`src/rtl/lsu_ctrl.sv`:
```
// lsu_ctrl: multi-cycle load/store unit between the ALU result path and data memory.
//
// Ports:
//   clk, rstn            clock, asynchronous active-low reset
//   start, is_store      access request from decode (sampled only in IDLE)
//   mem_op[2:0]          RV32I funct3 for the load/store
//   addr[31:0]           effective address
//   wdata[31:0]          store data (rs2)
//   busy                 combinational stall request toward PC/writeback
//   done, err            one-cycle completion pulse and its error flag
//   rdata[31:0]          extended load result, held until the next successful load
//   dm_req, dm_we        data-memory request and write strobe
//   dm_addr, dm_be       word-aligned address and byte enables
//   dm_wdata             lane-replicated store data
//   dm_ack, dm_rdata     memory acknowledge and read word
module lsu_ctrl #(
  parameter int unsigned MAX_WAIT = 15
) (
  input  logic        clk,
  input  logic        rstn,
  input  logic        start,
  input  logic        is_store,
  input  logic [2:0]  mem_op,
  input  logic [31:0] addr,
  input  logic [31:0] wdata,
  output logic        busy,
  output logic        done,
  output logic        err,
  output logic [31:0] rdata,
  output logic        dm_req,
  output logic        dm_we,
  output logic [31:0] dm_addr,
  output logic [3:0]  dm_be,
  output logic [31:0] dm_wdata,
  input  logic        dm_ack,
  input  logic [31:0] dm_rdata
);

  localparam int unsigned CNT_W  = 8;
  localparam int unsigned DATA_W = 32;
  localparam int unsigned BE_W   = 4;

  typedef enum logic [1:0] {
    S_IDLE = 2'd0,
    S_BUS  = 2'd1,
    S_RESP = 2'd2
  } state_e;

  state_e              state_q, state_d;
  logic [CNT_W-1:0]    cnt_q, cnt_d;
  logic                store_q, store_d;
  logic [2:0]          op_q, op_d;
  logic [1:0]          lo_q, lo_d;
  logic                req_q, req_d;
  logic                we_q, we_d;
  logic [DATA_W-1:0]   addr_q, addr_d;
  logic [BE_W-1:0]     be_q, be_d;
  logic [DATA_W-1:0]   wdata_q, wdata_d;
  logic                done_q, done_d;
  logic                err_q, err_d;
  logic [DATA_W-1:0]   rdata_q, rdata_d;

  logic                misalign;
  logic                illegal_op;
  logic                fault;
  logic [BE_W-1:0]     be_c;
  logic [DATA_W-1:0]   wdata_c;
  logic [DATA_W-1:0]   lane;
  logic [DATA_W-1:0]   load_ext;

  // Legality of the presented access: alignment by size plus unsupported funct3 codes
  always_comb begin
    misalign = 1'b0;
    unique case (mem_op[1:0])
      2'b01:   misalign = addr[0];
      2'b10:   misalign = |addr[1:0];
      default: misalign = 1'b0;
    endcase
    if (is_store) begin
      illegal_op = mem_op[2] | (mem_op[1:0] == 2'b11);
    end else begin
      // 011 and 111 via the low bits, 110 via the high bits
      illegal_op = (mem_op[1:0] == 2'b11) | (mem_op[2:1] == 2'b11);
    end
    fault = misalign | illegal_op;
  end

  // Byte enables and lane-replicated write data by access size
  always_comb begin
    be_c    = '0;
    wdata_c = wdata;
    unique case (mem_op[1:0])
      2'b00: begin
        be_c    = BE_W'(4'b0001 << addr[1:0]);
        wdata_c = {4{wdata[7:0]}};
      end
      2'b01: begin
        be_c    = addr[1] ? 4'b1100 : 4'b0011;
        wdata_c = {2{wdata[15:0]}};
      end
      2'b10: begin
        be_c    = 4'b1111;
        wdata_c = wdata;
      end
      default: begin
        be_c    = '0;
        wdata_c = wdata;
      end
    endcase
  end

  // Select the addressed lane of the read word and extend per the latched funct3
  always_comb begin
    lane     = dm_rdata >> {lo_q, 3'b000};
    load_ext = lane;
    unique case (op_q)
      3'b000:  load_ext = {{24{lane[7]}}, lane[7:0]};
      3'b001:  load_ext = {{16{lane[15]}}, lane[15:0]};
      3'b100:  load_ext = {24'h0, lane[7:0]};
      3'b101:  load_ext = {16'h0, lane[15:0]};
      default: load_ext = lane;
    endcase
  end

  // Next-state and registered-output logic
  always_comb begin
    state_d = state_q;
    cnt_d   = cnt_q;
    store_d = store_q;
    op_d    = op_q;
    lo_d    = lo_q;
    req_d   = req_q;
    we_d    = we_q;
    addr_d  = addr_q;
    be_d    = be_q;
    wdata_d = wdata_q;
    done_d  = 1'b0;
    err_d   = 1'b0;
    rdata_d = rdata_q;

    unique case (state_q)
      S_IDLE: begin
        if (start) begin
          if (fault) begin
            state_d = S_RESP;
            done_d  = 1'b1;
            err_d   = 1'b1;
          end else begin
            state_d = S_BUS;
            cnt_d   = '0;
            store_d = is_store;
            op_d    = mem_op;
            lo_d    = addr[1:0];
            req_d   = 1'b1;
            we_d    = is_store;
            addr_d  = {addr[31:2], 2'b00};
            be_d    = be_c;
            wdata_d = wdata_c;
          end
        end
      end

      S_BUS: begin
        // An ack in the final wait cycle takes priority over the timeout
        if (dm_ack) begin
          state_d = S_RESP;
          req_d   = 1'b0;
          we_d    = 1'b0;
          done_d  = 1'b1;
          if (!store_q) begin
            rdata_d = load_ext;
          end
        end else if (cnt_q == CNT_W'(MAX_WAIT - 1)) begin
          state_d = S_RESP;
          req_d   = 1'b0;
          we_d    = 1'b0;
          done_d  = 1'b1;
          err_d   = 1'b1;
        end else begin
          cnt_d = cnt_q + CNT_W'(1);
        end
      end

      S_RESP: begin
        state_d = S_IDLE;
      end

      default: begin
        state_d = S_IDLE;
        req_d   = 1'b0;
        we_d    = 1'b0;
      end
    endcase
  end

  // State and output registers; async reset also drops dm_req mid-access
  always_ff @(posedge clk or negedge rstn) begin
    if (!rstn) begin
      state_q <= S_IDLE;
      cnt_q   <= '0;
      store_q <= 1'b0;
      op_q    <= '0;
      lo_q    <= '0;
      req_q   <= 1'b0;
      we_q    <= 1'b0;
      addr_q  <= '0;
      be_q    <= '0;
      wdata_q <= '0;
      done_q  <= 1'b0;
      err_q   <= 1'b0;
      rdata_q <= '0;
    end else begin
      state_q <= state_d;
      cnt_q   <= cnt_d;
      store_q <= store_d;
      op_q    <= op_d;
      lo_q    <= lo_d;
      req_q   <= req_d;
      we_q    <= we_d;
      addr_q  <= addr_d;
      be_q    <= be_d;
      wdata_q <= wdata_d;
      done_q  <= done_d;
      err_q   <= err_d;
      rdata_q <= rdata_d;
    end
  end

  // Stall: whole bus phase, plus the IDLE cycle that launches a legal access
  assign busy = (state_q == S_BUS) | ((state_q == S_IDLE) & start & ~fault);

  assign done     = done_q;
  assign err      = err_q;
  assign rdata    = rdata_q;
  assign dm_req   = req_q;
  assign dm_we    = we_q;
  assign dm_addr  = addr_q;
  assign dm_be    = be_q;
  assign dm_wdata = wdata_q;

endmodule

```
`config.mk`:
```
export PLATFORM = sky130hd
export DESIGN_NAME = lsu_ctrl
export DESIGN_NICKNAME = d
export VERILOG_FILES = /design/src/rtl/lsu_ctrl.sv
export SDC_FILE = /design/constraint.sdc
export NUM_CORES = 1
export LEC_CHECK = 0
export BUFFER_PORTS_ARGS = -buffer_cell sky130_fd_sc_hd__buf_2
export CORE_ASPECT_RATIO = 0.5
export CORE_UTILIZATION = 39
export CTS_CLUSTER_DIAMETER = 30
export DETAILED_ROUTE_END_ITERATION = 8
export PLACE_DENSITY_LB_ADDON = 0.15
export SYNTH_ARGS = -nofsm -noshare
export SYNTH_HDL_FRONTEND = slang
export SYNTH_SLANG_ARGS = --single-unit
```
`constraint.sdc`:
```
create_clock -name clk -period 6.9 [get_ports clk]
set_clock_uncertainty 0.2 [all_clocks]
set_input_delay 2.07 -clock clk [delete_from_list [all_inputs] [get_ports clk]]
set_output_delay 2.07 -clock clk [all_outputs]
set_load 0.02 [all_outputs]
```
## Word level (Yosys, flattened, before mapping)

Cells that the tools add are included.

- Add/subtract/negate cells: 1
- Multiply operators: 0
- Div/mod/pow operators: 0
- Order comparisons: 0
- Eq/ne operators: 15
- Shift-type cells: 2
- Multiplexer cells: 31
- Bitwise operators: 9
- Reduce and logical (&&, ||, !) cells: 10

Operators by type and width:

| cell | number |
|---|---|
| one-hot mux 32 bit (4 select lines) | 1 |
| one-hot mux 32 bit (2 select lines) | 1 |
| two-way mux 8 bit | 4 |
| >> shifter 32 x 5 -> 32 bit | 1 |
| one-hot mux 8 bit (2 select lines) | 1 |
| two-way mux 1 bit | 12 |
| one-hot mux 4 bit (3 select lines) | 1 |
| adder 8 x 1 -> 8 bit, second input constant | 1 |
| == test 2 bit, second input constant | 4 |
| == test 8 x 4 -> 1 bit, second input constant | 1 |
| two-way mux 2 bit | 4 |
| inequality test 2 bit, second input constant | 4 |
| == test 3 bit, second input constant | 2 |
| one-hot mux 1 bit (2 select lines) | 3 |
| one-hot mux 1 bit (3 select lines) | 2 |
| AND reduction 3 bit | 2 |
| AND reduction 5 bit | 1 |
| == test 2 x 1 -> 1 bit, second input constant | 2 |
| logical NOT 2 bit | 2 |
| two-way mux 4 bit | 1 |
| bitwise OR 1 bit | 4 |
| one-hot mux 2 bit (2 select lines) | 1 |
| AND reduction 4 bit | 1 |
| left shift 1 x 2 -> 4 bit, first input constant | 1 |
| 8 further kinds | 11 |

- Flip-flop bits (word level): 118
- Latch bits: 0
- RAM bits: 0
- Bits in read-only memories: 0
- Output and inout port bits: 105
- Memories kept: 0

## Depth between registers and ports, before layout

- Word-level depth: 7
- Depth in mapped cells: 8
- Depth with buffers taken out: 6

## Least setup slack after synthesis

OpenSTA, ideal clock, no wires.

- Path type: in2out
- Start: in mem_op[0]
- End: out busy
- Arrival: 3,370 ps
- Path slack: 1,260 ps
- Stages: 7
- Cells stage by stage: inv_1 > ha_1 > a31oi_1 > nand4_1 > buf_2 > clkbuf_1 > nand2_1

- Longest elaborated chain between the ends: 7
- Elaborated cells between the ends (all ways): 11
- Those cells by class: eq/ne: 3; mux: 2; bitwise: 6

Ends and longest elaborated chain:

| item | RTL line | text |
|---|---|---|
| from (decl) | 23 | `input logic [2:0] mem_op,` |
| == test 2 bit | 80, 83 |  |
| bitwise OR 1 bit, on equally long branches | 83, 80 |  |
| two-way mux 1 bit | 79 | `if (is_store) begin` |
| bitwise OR 1 bit * | 85 | `fault = misalign \| illegal_op;` |
| inverter 1 bit (no line) * | -- |  |
| bitwise AND 1 bit * | 230 | `assign busy = (state_q == S_BUS) \| ((state_q == S_IDLE) & start & ~fault);` |
| bitwise OR 1 bit * | 230 |  |
| to (decl) | 26 | `output logic busy,` |

Every way passes the cells marked *; elsewhere a longest branch is shown, timed or not.

## Worst setup path after layout

- Start: in mem_op[1]
- End: out busy

- Longest elaborated chain between the ends: 7
- Elaborated cells between the ends (all ways): 12
- Those cells by class: eq/ne: 4; mux: 2; bitwise: 6

Ends and longest elaborated chain:

| item | RTL line |
|---|---|
| == test 2 bit, on equally long branches | 80, 83 |
| bitwise OR 1 bit, on equally long branches | 83, 80 |
| two-way mux 1 bit | 79 |
| bitwise OR 1 bit * | 85 |
| inverter 1 bit (no line) * | -- |
| bitwise AND 1 bit * | 230 |
| bitwise OR 1 bit * | 230 |

Marks and branches as above.

==> results.json <==
{
  "fin_util_pct": 53.2,
  "place_inst": 877,
  "first_global_vias": 4441,
  "io_pins": 209,
  "setup_violations": 0,
  "mostFrequentLayoutCells": "buf_2, dfrtp_1, nand2_1",
  "r2r-start": "state_q[0]$_DFFE_PN0P_",
  "hpwlAfterDp_um": 9940,
  "wl_per_cell_um": 15.9,
  "grt_max_degree": 105,
  "netlist_area_um2": 5580,
  "startpoint": "mem_op[1]",
  "critical_path.cell_chain": "buf_2, inv_1, ha_1, a31oi_1, nand4_1, nand2_1, buf_2",
  "die_w_um": 171,
  "cts_num_sinks": 118,
  "synthCells": 512,
  "antenna_found_initial": 0,
  "post_cts.repair.setup_buffers": 0,
  "fin_area_um2": 7300,
  "yosysSeqAreaShare_pct": 53.0,
  "synthFlopType": "dfrtp_1",
  "dr.first_iter.drc_count": 251,
  "drive_gt1_share_pct": 41.7,
  "clk_latency_ns": 0.40,
  "max-slew-margin-rel_pct": 26.5,
  "port_buffers": 206,
  "r2r_end": "rdata[13]$_DFFE_PN0P_",
  "die_h_um": 86.5,
  "tritoncts": "built",
  "postRouteAntennaNets": 0,
  "place_area_um2": 6690,
  "max_freq_ghz": 0.174,
  "grtUsageTotal_pct": 19.9,
  "regToRegSetupSlack_ns": 4.32,
  "drv_slew": 0,
  "core_um2": 13700,
  "antenna_cells": 0,
  "seqPwrFrac_pct": 34.0,
  "viasPerCell": 5.09,
  "wirelength_um": 14500,
  "critPathRequiredTime_ns": 4.63,
  "switchingPower_mw": 1.40,
  "pwr-share-clk_pct": 25.7,
  "grt_pass1_wl_um": 22900,
  "pre_cts_slack_ns": 1.17,
  "ff2ff_path_depth": 4,
  "cts_root_buf": "clkbuf_16",
  "synthToLayoutAreaGrowth_pct": 31.0,
  "p_leak_nw": 3.63,
  "cts_max_path_buffers": 2,
  "end_kind": "output pin",
  "die_area_um2": 14800,
  "vias": 4623,
  "layout.nets": 814,
  "period_needed_ns": 5.73,
  "crit_slowest_cell": "ha_1",
  "fp-row-count": 30,
  "globalplace.congestion": 0.823,
  "fin_tns_setup_ns": 0,
  "cap_violations": 0,
  "crit_top_cell": "buf_2",
  "synth-edff-count": 0,
  "ys_async_sr_fraction_pct": 100,
  "final_common_cell": "buf_2",
  "cp_slowest_stage_delay_ns": 0.55,
  "synth_warnings": 0,
  "p_int_mw": 2.15,
  "hold_viol": 0,
  "cts_hold_buf": 0,
  "status": "complete, no violations",
  "hold_class": "reg2reg",
  "drcViolationCount": 0,
  "synth.distinct_cells": 52,
  "avgSynthCellArea_um2": 10.9,
  "cts.repair.resized": 0,
  "arrival_ns": 3.46,
  "ys_ff_latch": 118,
  "worst_slack_ns": 1.17,
  "path_clk_slew_ns": 0.06,
  "path_max_fanout": 13,
  "numCtsBuffers": 17,
  "critPathCapture": "busy",
  "power_density_nw_per_um2": 486,
  "worstMarginPinSlew_ns": 1.10,
  "start_util_pct": 40.6,
  "htreeDepth": 4,
  "rsz0062_at_grt": "no",
  "crit_path_start_kind": "input port",
  "overflow": 0,
  "fin_cells": 909,
  "dr.pass1.iters": 5,
  "power_frac_comb_pct": 40.3,
  "fin_crit_sh_pct": 83.1,
  "ir_worst_vdd_uv": 191,
  "swShare_pct": 39.5,
  "criticalPathCategory": "in2out"
}
==> worst max-delay path: cells and delay by family <==
kind	cells	cell delay [ns]
adder cells (fa/ha/maj)	1	0.55
AND/OR/NAND/NOR	2	0.23
buffers and inverters	3	0.38
AO/OA/AOI/OAI	1	0.23
==> power by group through the flow <==
| stage | registers [mW] | clock network [mW] | logic, mW |
|---|---|---|---|
| after global placement | 1.20 | 0 | 1.43 |
| after CTS | 1.21 | 0.934 | 1.45 |
| final | 1.21 | 0.914 | 1.43 |
| after global routing | 1.25 | 0.962 | 1.56 |
| after floorplan | 1.55 | 0 | 0.626 |
| after detailed placement | 1.21 | 0 | 1.45 |
==> cells in the mapped netlist (all sizes together), types with 5 or more instances <==
cell	instances	area share (%)
a22o	8	1.3
and2	7	0.79
buf	19	2.2
a221o	9	1.6
ha	6	1.3
a21oi	33	3.0
mux2	47	9.5
nand3	19	1.7
nand2	57	3.8
inv	9	0.61
o21ai	48	4.3
nor2	26	1.8
a31oi	5	0.56
mux2i	26	4.7
dfrtp	118	53
clkbuf	19	1.3
a22oi	8	1.1
==> stage by stage <==
step | power, mW | hold WS (ns)
2_1_floorplan | 2.18 | 0.280
3_3_place_gp | 2.63 | 0.258
3_5_place_dp | 2.66 | 0.265
4_1_cts | 3.59 | 0.279
5_1_grt | 3.77 | 0.305
6_report | 3.55 | 0.274
==> final cells by class <==
class	instances	area, um2
well taps	192	240
clock inverters	14	175
clock buffers	18	439
inverters	9	33.8
fillers	1317	6430
multi-input cells	348	2400
repair buffers	210	1060
flip-flops and latches	118	2950
==> routing by layer <==
| layer | vias up | share of wire, % | track usage [%] |
|---|---|---|---|
| li1 | 2225 | - | - |
| met1 | 2230 | 46 | 27.1 |
| met2 | 160 | 47 | 31.6 |
| met3 | 8 | 6.9 | 4.93 |
| met4 | 0 | 0.50 | 5.60 |
| met5 | - | 0 | 0 |
==> state kept, by name, summed over array words and instances, names as in the netlist, 2 cells and up <==
| name | count |
|---|---|
| dm_wdata | 32 |
| dm_addr | 30 |
| rdata | 32 |
| op_q | 3 |
| lo_q | 2 |
| cnt_q | 8 |
| dm_be | 4 |
| state_q | 2 |
==> worst min path at each step <==
stage                     cells past startpoint                     start  slack (ns)                        to
after detailed placement                      2      rdata[3]$_DFFE_PN0P_        0.27      rdata[3]$_DFFE_PN0P_
final                                         2  dm_wdata[16]$_DFFE_PN0P_        0.27  dm_wdata[16]$_DFFE_PN0P_
after global routing                          2  dm_wdata[20]$_DFFE_PN0P_        0.31  dm_wdata[20]$_DFFE_PN0P_
after floorplan                               1      cnt_q[0]$_DFFE_PN0P_        0.28      cnt_q[0]$_DFFE_PN0P_
after global placement                        2  dm_wdata[13]$_DFFE_PN0P_        0.26  dm_wdata[13]$_DFFE_PN0P_
after CTS                                     2  dm_wdata[10]$_DFFE_PN0P_        0.28  dm_wdata[10]$_DFFE_PN0P_
==> cells by family after synthesis <==
family | synth area share [%]
DFF | 53.0
adders and majority gates | 1.35
and+or+nand+nor | 11.6
AOI/OAI and AO/OA | 15.2
other | 0.0673
buffers and inverters | 4.08
xor gates and xnor gates | 0.157
muxes | 14.6
No activity file was read; power rests on OpenSTA's default activity.
